==> src/rtl/systolic_pkg.sv <==
// Shared constants, element/row types and the capture FSM state for the systolic deskew buffer.
package systolic_pkg;

    localparam int unsigned DEF_BITS_AB = 8;
    localparam int unsigned DEF_DIM     = 8;

    typedef logic signed [DEF_BITS_AB-1:0] elem_t;
    typedef elem_t [DEF_DIM-1:0]           row_t;

    typedef enum logic [1:0] {
        IDLE,
        CAPTURE,
        FULL
    } state_t;

endpackage

==> src/rtl/deskew_lane.sv <==
// One column of the deskew buffer: stores lane LANE's element of every row,
// writing only while the stream cycle falls inside this lane's diagonal window.
module deskew_lane
    import systolic_pkg::*;
#(
    parameter int unsigned BITS_AB = DEF_BITS_AB,
    parameter int unsigned DIM     = DEF_DIM,
    parameter int unsigned LANE    = 0,
    parameter int unsigned TW      = $clog2(2*DIM-1),
    parameter int unsigned RW      = $clog2(DIM)
) (
    input  logic               clk,
    input  logic               rst,
    input  logic               wr_en_i,
    input  logic [TW-1:0]      t_i,
    input  logic [BITS_AB-1:0] din_i,
    input  logic [RW-1:0]      rrow_i,
    output logic [BITS_AB-1:0] rdata_c_o
);

    logic [BITS_AB-1:0] col_q [DIM];
    logic               wr_hit_c;
    logic [RW-1:0]      wrow_c;

    // Row written at stream cycle t is t-LANE, valid only for 0 <= t-LANE <= DIM-1.
    always_comb begin
        wr_hit_c = wr_en_i && (32'(t_i) >= LANE) && (32'(t_i) < LANE + DIM);
        wrow_c   = RW'(32'(t_i) - LANE);
    end

    always_ff @(posedge clk) begin
        if (rst) begin
            for (int i = 0; i < int'(DIM); i++) begin
                col_q[i] <= '0;
            end
        end else if (wr_hit_c) begin
            col_q[wrow_c] <= din_i;
        end
    end

    assign rdata_c_o = col_q[rrow_i];

endmodule

==> src/rtl/mem_deskew.sv <==
// Captures a skewed diagonal stream into a DIM x DIM buffer and reads back deskewed rows.
// Optional sticky overrun flag (unread rows overwritten) enabled by MEM_DESKEW_OVERRUN_CHK_EN.
module mem_deskew
    import systolic_pkg::*;
#(
    parameter int unsigned BITS_AB = DEF_BITS_AB,
    parameter int unsigned DIM     = DEF_DIM
) (
    input  logic                              clk,
    input  logic                              rst,
    input  logic                              en,
    input  logic signed [DIM-1:0][BITS_AB-1:0] Din,
    input  logic                              RdEn,
    input  logic [$clog2(DIM)-1:0]            Rrow,
    output logic signed [DIM-1:0][BITS_AB-1:0] Dout,
    output logic                              Dvalid,
    output logic                              full,
    output logic                              busy
`ifdef MEM_DESKEW_OVERRUN_CHK_EN
    ,
    output logic                              overrun
`endif
);

    localparam int unsigned TW     = $clog2(2*DIM-1);
    localparam logic [TW-1:0] T_LAST = TW'(2*DIM-2);

    state_t                    state_q, state_d;
    logic [TW-1:0]             t_q, t_d, t_eff_c;
    logic                      full_d, busy_d;
    logic                      full_q, busy_q, dvalid_q;
    logic [DIM-1:0][BITS_AB-1:0] rd_row_c, dout_q;

    // Any en outside CAPTURE starts a fresh stream, so its write uses t=0.
    always_comb begin
        state_d = state_q;
        t_d     = t_q;
        t_eff_c = '0;
        case (state_q)
            IDLE, FULL: begin
                if (en) begin
                    state_d = CAPTURE;
                    t_d     = TW'(1);
                end
            end
            CAPTURE: begin
                t_eff_c = t_q;
                if (en) begin
                    if (t_q == T_LAST) begin
                        state_d = FULL;
                        t_d     = '0;
                    end else begin
                        t_d = t_q + TW'(1);
                    end
                end
            end
            default: state_d = IDLE;
        endcase
        full_d = (state_d == FULL);
        busy_d = (state_d == CAPTURE);
    end

    always_ff @(posedge clk) begin
        if (rst) begin
            state_q <= IDLE;
            t_q     <= '0;
        end else begin
            state_q <= state_d;
            t_q     <= t_d;
        end
    end

    always_ff @(posedge clk) begin
        if (rst) begin
            full_q   <= 1'b0;
            busy_q   <= 1'b0;
            dvalid_q <= 1'b0;
            dout_q   <= '0;
        end else begin
            full_q   <= full_d;
            busy_q   <= busy_d;
            dvalid_q <= RdEn;
            if (RdEn) begin
                dout_q <= rd_row_c;
            end
        end
    end

    for (genvar c = 0; c < int'(DIM); c++) begin : g_lane
        deskew_lane #(
            .BITS_AB (BITS_AB),
            .DIM     (DIM),
            .LANE    (c),
            .TW      (TW)
        ) u_lane (
            .clk       (clk),
            .rst       (rst),
            .wr_en_i   (en),
            .t_i       (t_eff_c),
            .din_i     (Din[c]),
            .rrow_i    (Rrow),
            .rdata_c_o (rd_row_c[c])
        );
    end

    assign Dout   = dout_q;
    assign Dvalid = dvalid_q;
    assign full   = full_q;
    assign busy   = busy_q;

`ifdef MEM_DESKEW_OVERRUN_CHK_EN
    logic [DIM-1:0] rd_seen_q;
    logic           overrun_q;

    // Read tracking restarts whenever the buffer is not full.
    always_ff @(posedge clk) begin
        if (rst) begin
            rd_seen_q <= '0;
            overrun_q <= 1'b0;
        end else begin
            if (state_q != FULL) begin
                rd_seen_q <= '0;
            end else if (RdEn) begin
                rd_seen_q[Rrow] <= 1'b1;
            end
            if ((state_q == FULL) && en && !(&rd_seen_q)) begin
                overrun_q <= 1'b1;
            end
        end
    end

    assign overrun = overrun_q;
`endif

endmodule
==> config.mk <==
export PLATFORM = sky130hd
export DESIGN_NAME = mem_deskew
export DESIGN_NICKNAME = d
export VERILOG_FILES = /design/src/rtl/systolic_pkg.sv /design/src/rtl/deskew_lane.sv /design/src/rtl/mem_deskew.sv
export SDC_FILE = /design/constraint.sdc
export NUM_CORES = 1
export LEC_CHECK = 0
export CAP_MARGIN = 20
export CELL_PAD_IN_SITES_DETAIL_PLACEMENT = 1
export CELL_PAD_IN_SITES_GLOBAL_PLACEMENT = 1
export CORE_UTILIZATION = 53
export CTS_BUF_LIST = sky130_fd_sc_hd__clkbuf_8
export DETAILED_ROUTE_END_ITERATION = 10
export HOLD_SLACK_MARGIN = 0.03
export PLACE_DENSITY_LB_ADDON = 0.1
export SYNTH_ARGS = -nofsm -noshare
export SYNTH_HDL_FRONTEND = slang
export SYNTH_HIERARCHICAL = 1
export SYNTH_SLANG_ARGS = --single-unit
==> constraint.sdc <==
create_clock -name clk -period 6.8 [get_ports clk]
set_input_delay 1.36 -clock clk [delete_from_list [all_inputs] [get_ports clk]]
set_output_delay 1.36 -clock clk [all_outputs]
set_load 0.05 [all_outputs]
==> metrics, run 1 <==
Fin. Hold Viols 0; endpoints failing setup 0; Root Driver clkbuf_8; Cell Area, Synth 0.0271 mm²; worst vdd ir 0.163 mV; IO buf count 137; fraction of registers with async set/reset 0%; outcome finished clean; peak fanout along the critical path 19; Finished Cell Area 0.0304 mm²; worst setup path startpoint en; Area after DPL 0.0286 mm²; Critical Path RT between 7 and 8 ns; final net count 1999; via count between 15000 and 20000; H-Tree Depth 3; wire length per cell 24.9 µm; leading area contributor after synthesis edfxtp_1; WP buf/inv 1; Initial Util 53.9%; Post-CTS Setup Bufs 0; CTS Buf Count 95; Placeable Area 0.0503 mm²; minimum clock period 4.50 ns; worst skew pair latency 0.67 ns; Yosys reg bits just under 600; post-synthesis sequential area ratio 62.2%; die height 228 µm; CP Cell Sequence clkdlybuf4s50_1 > nand2b_1 > or4_1 > o21ai_0; max-slew violation count 0; Max Cap Viol 0; TNS Setup 0 ns; largest delay contributor family on the critical path simple AND/OR/NAND/NOR gates; Primary FF master, synth edfxtp_1; Cells after Synth roughly 1800; Synth cell types 62; Leakage 10.9 nW; Worst Setup End Kind flop; clk slew on worst S/H paths 0.06 ns; hpwl dp 42800 µm; P per Cell Area 249 mW/mm²; hold_ws 0.493 ns; fill cell count approximately 4700; Post-DRT Antenna Nets 0; P&R area growth vs syn 12.4%; I/O pins roughly 140; Synth top area share roughly 57%; number of global-route vias before repair 16900; Crit Path Category in -> reg; Hold-fix buffers, CTS 0; # DRC 0; synth warn 6; fin crit share 66.2%; Post-synth top cells 512 x edfxtp_1, 254 x nor3_1, 195 x and2_1, 102 x mux4_1, 99 x nor2_1; post-synthesis area per instance 15.1 µm²; slew of the pin with the lowest slew margin 1.13 ns; Iter 0 DRT Violations 1179; Worst Skew 0.0192 ns; Synthesized Nets 1877; initial antenna violation count 0; HP Class reg -> reg; layout cells sized above 1 15.4%; largest net degree at the start of global routing 85; Final Routed Wirelength about 66000 µm; GR Overflow Total 0; Reg2Reg Depth 7; Slew HR 23.8%; Via density approximately 6; Resized cells post-CTS 0; Worst setup SP type input pin; fmax 222 MHz; area occupied by multi-input gates around 0.0093 mm²; Die W between 200 and 250 µm; critical path's slowest cell clkdlybuf4s50_1; Reg area around 0.017 mm²; CTS sink count 585; Die ar. between 0.05 and 0.06 mm²; Post-synth EDFFs 512; RSZ-0062 raised after global routing no; CP peak stage delay about 0.99 ns; min-delay src Dout[47]$_SDFFE_PP0P_; All-Layer GR Usage 25.7%; worst hold path cell count 2; count leader, synth edfxtp_1; Clock Tree Buf Depth 3; largest cells by area after synthesis edfxtp_1 57%, mux4_1 9.9%, dfxtp_1 5.4%; CTS tree yes; worst r2r src state_q[0]$_SDFF_PP0_; ANT cells 0; critical path depth 4; row count 82; First-pass DRT Iterations 5; global-route wire length before repair 102000 µm; worst endpoint data arrival time 4.79 ns; Final GP Congestion 0.828
## per-layer routing
metal	global-route usage, %	vias to the layer above	part of all wire, %
met5	0	-	0
met4	7.34	0	2.3
met3	4.34	102	5.6
met2	42.7	490	49
met1	35.0	8171	43
li1	-	7217	-
## area by class of cell
| type | instances | share of cell area, % |
|---|---|---|
| sequential | 585 | 55.3 |
| multi-input combinational | 1036 | 30.5 |
| clock inverter | 65 | 0.970 |
| clock buffer | 107 | 4.84 |
| tap | 672 | 2.76 |
| inverter | 40 | 0.493 |
| timing repair buffer | 162 | 5.11 |
## state kept, by name, indices dropped and copies added (netlist names)
signal               cells
g_lane.u_lane/col_q    512
Dout                    64
t_q                      4
state_q                  2
Dvalid                   1
busy                     1
full                     1
## cells in the final DEF, fill, tap and decap left out, types with 64 or more instances in the layout
cell	n
mux4_1	102
clkdlybuf4s50_1	132
and2_1	195
dfxtp_1	73
edfxtp_1	512
nor3_1	253
clkbuf_8	107
mux2i_1	64
mux2_2	64
nor2_1	99
## kinds of logic (layout without fill, tap and decap cells)
group           count (synthesis)  in the layout  share of synthesized area, %
compound gates                 71             71                          2.11
xor+xnor                        3              3                        0.0970
fa+ha+maj                       8              8                         0.370
buf+inv                       177            374                          3.57
flops                         585            585                          62.2
mux                           256            256                          17.1
simple gates                  698            698                          14.6
## tightest hold or removal path, cell delays in order (launching register included)
cell and delay [ns]:
dfxtp_1 0.32, mux2i_1 0.06, nor2_1 0.07
## metrics by stage
step / util (%) / std cells / total power [mW] / setup WS (ns)
detailed placement: 57.0 / 2489 / 4.83 / 1.69
floorplan: - / 1798 / 4.58 / 1.98
CTS: 60.5 / 2661 / 7.66 / 2.39
finish: 60.5 / 2667 / 7.59 / 2.30
global route: 60.5 / 2667 / 7.85 / 2.19
global placement: 57.0 / 2489 / 4.80 / 1.89
## path summary, 6_finish.rpt
kind                                                     end  slack (ns)
setup / recovery  g_lane[1].u_lane/col_q[2][7]$_SDFFCE_PN0P_        2.30
hold / removal                         Dout[47]$_SDFFE_PP0P_        0.49
setup reg to reg  g_lane[1].u_lane/col_q[2][7]$_SDFFCE_PN0P_        2.56
hold reg to reg                        Dout[47]$_SDFFE_PP0P_        0.49
## power breakdown
group	internal [mW]	switching, mW	total (mW)
clock	1.47	1.37	2.84
sequential	4.03	0.0519	4.08
combinational	0.261	0.413	0.674
(Power assumes the default switching activity.)
==> run 2: changes to the inputs <==
==> constraint.sdc (replaced) <==
create_clock -name clk -period 4.3 [get_ports clk]
set_input_delay 0.86 -clock clk [delete_from_list [all_inputs] [get_ports clk]]
set_output_delay 0.86 -clock clk [all_outputs]
set_load 0.05 [all_outputs]
==> metrics, run 2 (synthesized netlist as in run 1, its figures left out) <==
Post-CTS Setup Bufs 0; Leakage 11.4 nW; Critical Path RT 4.64 ns; layout cells sized above 1 18.3%; Hold-fix buffers, CTS 0; Max Cap Viol 0; final net count between 2000 and 2500; peak fanout along the critical path 15; CP Cell Sequence and2b_2 > and2_1 > buf_4 > ha_1 > or4b_4 > nor3_4 > or2_2; clk slew on worst S/H paths 0.06 ns; hpwl dp 44900 µm; Reg area 0.0168 mm²; max-slew violation count 0; Power Total ~12 mW; H-Tree Depth 3; critical path's slowest cell and2_1; area occupied by multi-input gates between 0.009 and 0.01 mm²; fin crit share 82.8%; number of flip-flops in the largest register 512; P per Cell Area 394 mW/mm²; Die ar. 0.0520 mm²; IO buf count 137; CTS tree yes; worst vdd ir between 0.2 and 0.25 mV; TNS Setup 0 ns; Die W 228 µm; Clock Tree Buf Depth 3; slew of the pin with the lowest slew margin 1.00 ns; WP buf/inv 1; global-route wire length before repair 105000 µm; register bank with the most flops g_lane.u_lane/col_q; row count 82; Root Driver clkbuf_8; Final GP Congestion 0.813; First-pass DRT Iterations 5; outcome finished clean; Worst setup SP type flop; Worst Setup End Kind flop; fmax 281 MHz; initial antenna violation count 2; Final Routed Wirelength around 68000 µm; worst skew pair latency 0.66 ns; minimum clock period about 3.6 ns; RSZ-0062 raised after global routing no; fill cell count 4661; CTS Buf Count 96; largest delay contributor family on the critical path simple AND/OR/NAND/NOR gates; number of global-route vias before repair 17500; Crit Path Category reg -> reg; Fin. Hold Viols 0; Resized cells post-CTS 0; Iter 0 DRT Violations 1067; CTS sink count approximately 600; Slew HR 33.2%; P&R area growth vs syn 14.8%; commonest cells after routing, fill and taps aside 512 x edfxtp_1, 253 x nor3_1, 195 x and2_1; # DRC 0; I/O pins around 140; CP peak stage delay about 0.8 ns; Worst Skew 0.0244 ns; Initial Util 53.9%; hold_ws 0.496 ns; wire length per cell 24.6 µm; Post-DRT Antenna Nets 0; Via density a little under 6; via count between 15000 and 20000; GR Overflow Total 0; Placeable Area roughly 0.05 mm²; worst endpoint data arrival time 3.90 ns; All-Layer GR Usage 26.5%; HP Class reg -> reg; largest net degree at the start of global routing 98; die height 228 µm; commonest non-fill, non-tap cell in the layout edfxtp_1; endpoints failing setup 0
-- run 2: path summary, 6_finish.rpt --
kind | start | end | slack [ns] | depth (start not counted)
setup reg to reg | state_q[0]$_SDFF_PP0_ | g_lane[3].u_lane/col_q[1][6]$_SDFFCE_PN0P_ | 0.74 | 7
setup / recovery | state_q[0]$_SDFF_PP0_ | g_lane[3].u_lane/col_q[1][6]$_SDFFCE_PN0P_ | 0.74 | 7
hold / removal | Dout[23]$_SDFFE_PP0P_ | Dout[23]$_SDFFE_PP0P_ | 0.50 | 2
hold reg to reg | Dout[23]$_SDFFE_PP0P_ | Dout[23]$_SDFFE_PP0P_ | 0.50 | 2
-- run 2: cell type report --
cell class | count | area share (%)
Multi-Input combinational cell | 1036 | 29.9
Sequential cell | 585 | 54.1
Inverter | 40 | 0.483
Antenna cell | 1 | 0.00804
Timing Repair Buffer | 230 | 6.80
Clock inverter | 71 | 1.18
Clock buffer | 109 | 4.82
Tap cell | 672 | 2.70
-- run 2: layer usage --
metal | global-route usage (%) | share of wire (%) | vias up
met5 | 0 | 0 | -
met4 | 8.45 | 2.2 | 0
met3 | 3.80 | 4.4 | 104
met2 | 45.2 | 50 | 415
met1 | 35.1 | 43 | 8284
li1 | - | - | 7362
-- run 2: where the power goes --
| part | internal (mW) | total (mW) | switching (mW) |
|---|---|---|---|
| clock | 2.49 | 4.68 | 2.18 |
| combinational | 0.446 | 1.12 | 0.675 |
| sequential | 6.37 | 6.45 | 0.0831 |
-- run 2: stage by stage --
stage                     area (µm²)  worst slack [ns]  utilization (%)  instances
after floorplan                27100             0.222                -       1798
after global routing           31100             0.504             61.9       2744
after detailed placement       29200             0.747             58.2       2563
final                          31100             0.741             61.9       2744
after global placement         29200             0.859             58.2       2563
after CTS                      31100             0.732             61.9       2743
-- run 2: worst min-delay path, stage by stage, from the launching register on --
cell and delay (ns):
dfxtp_1 0.33, mux2i_1 0.06, nor2_1 0.07
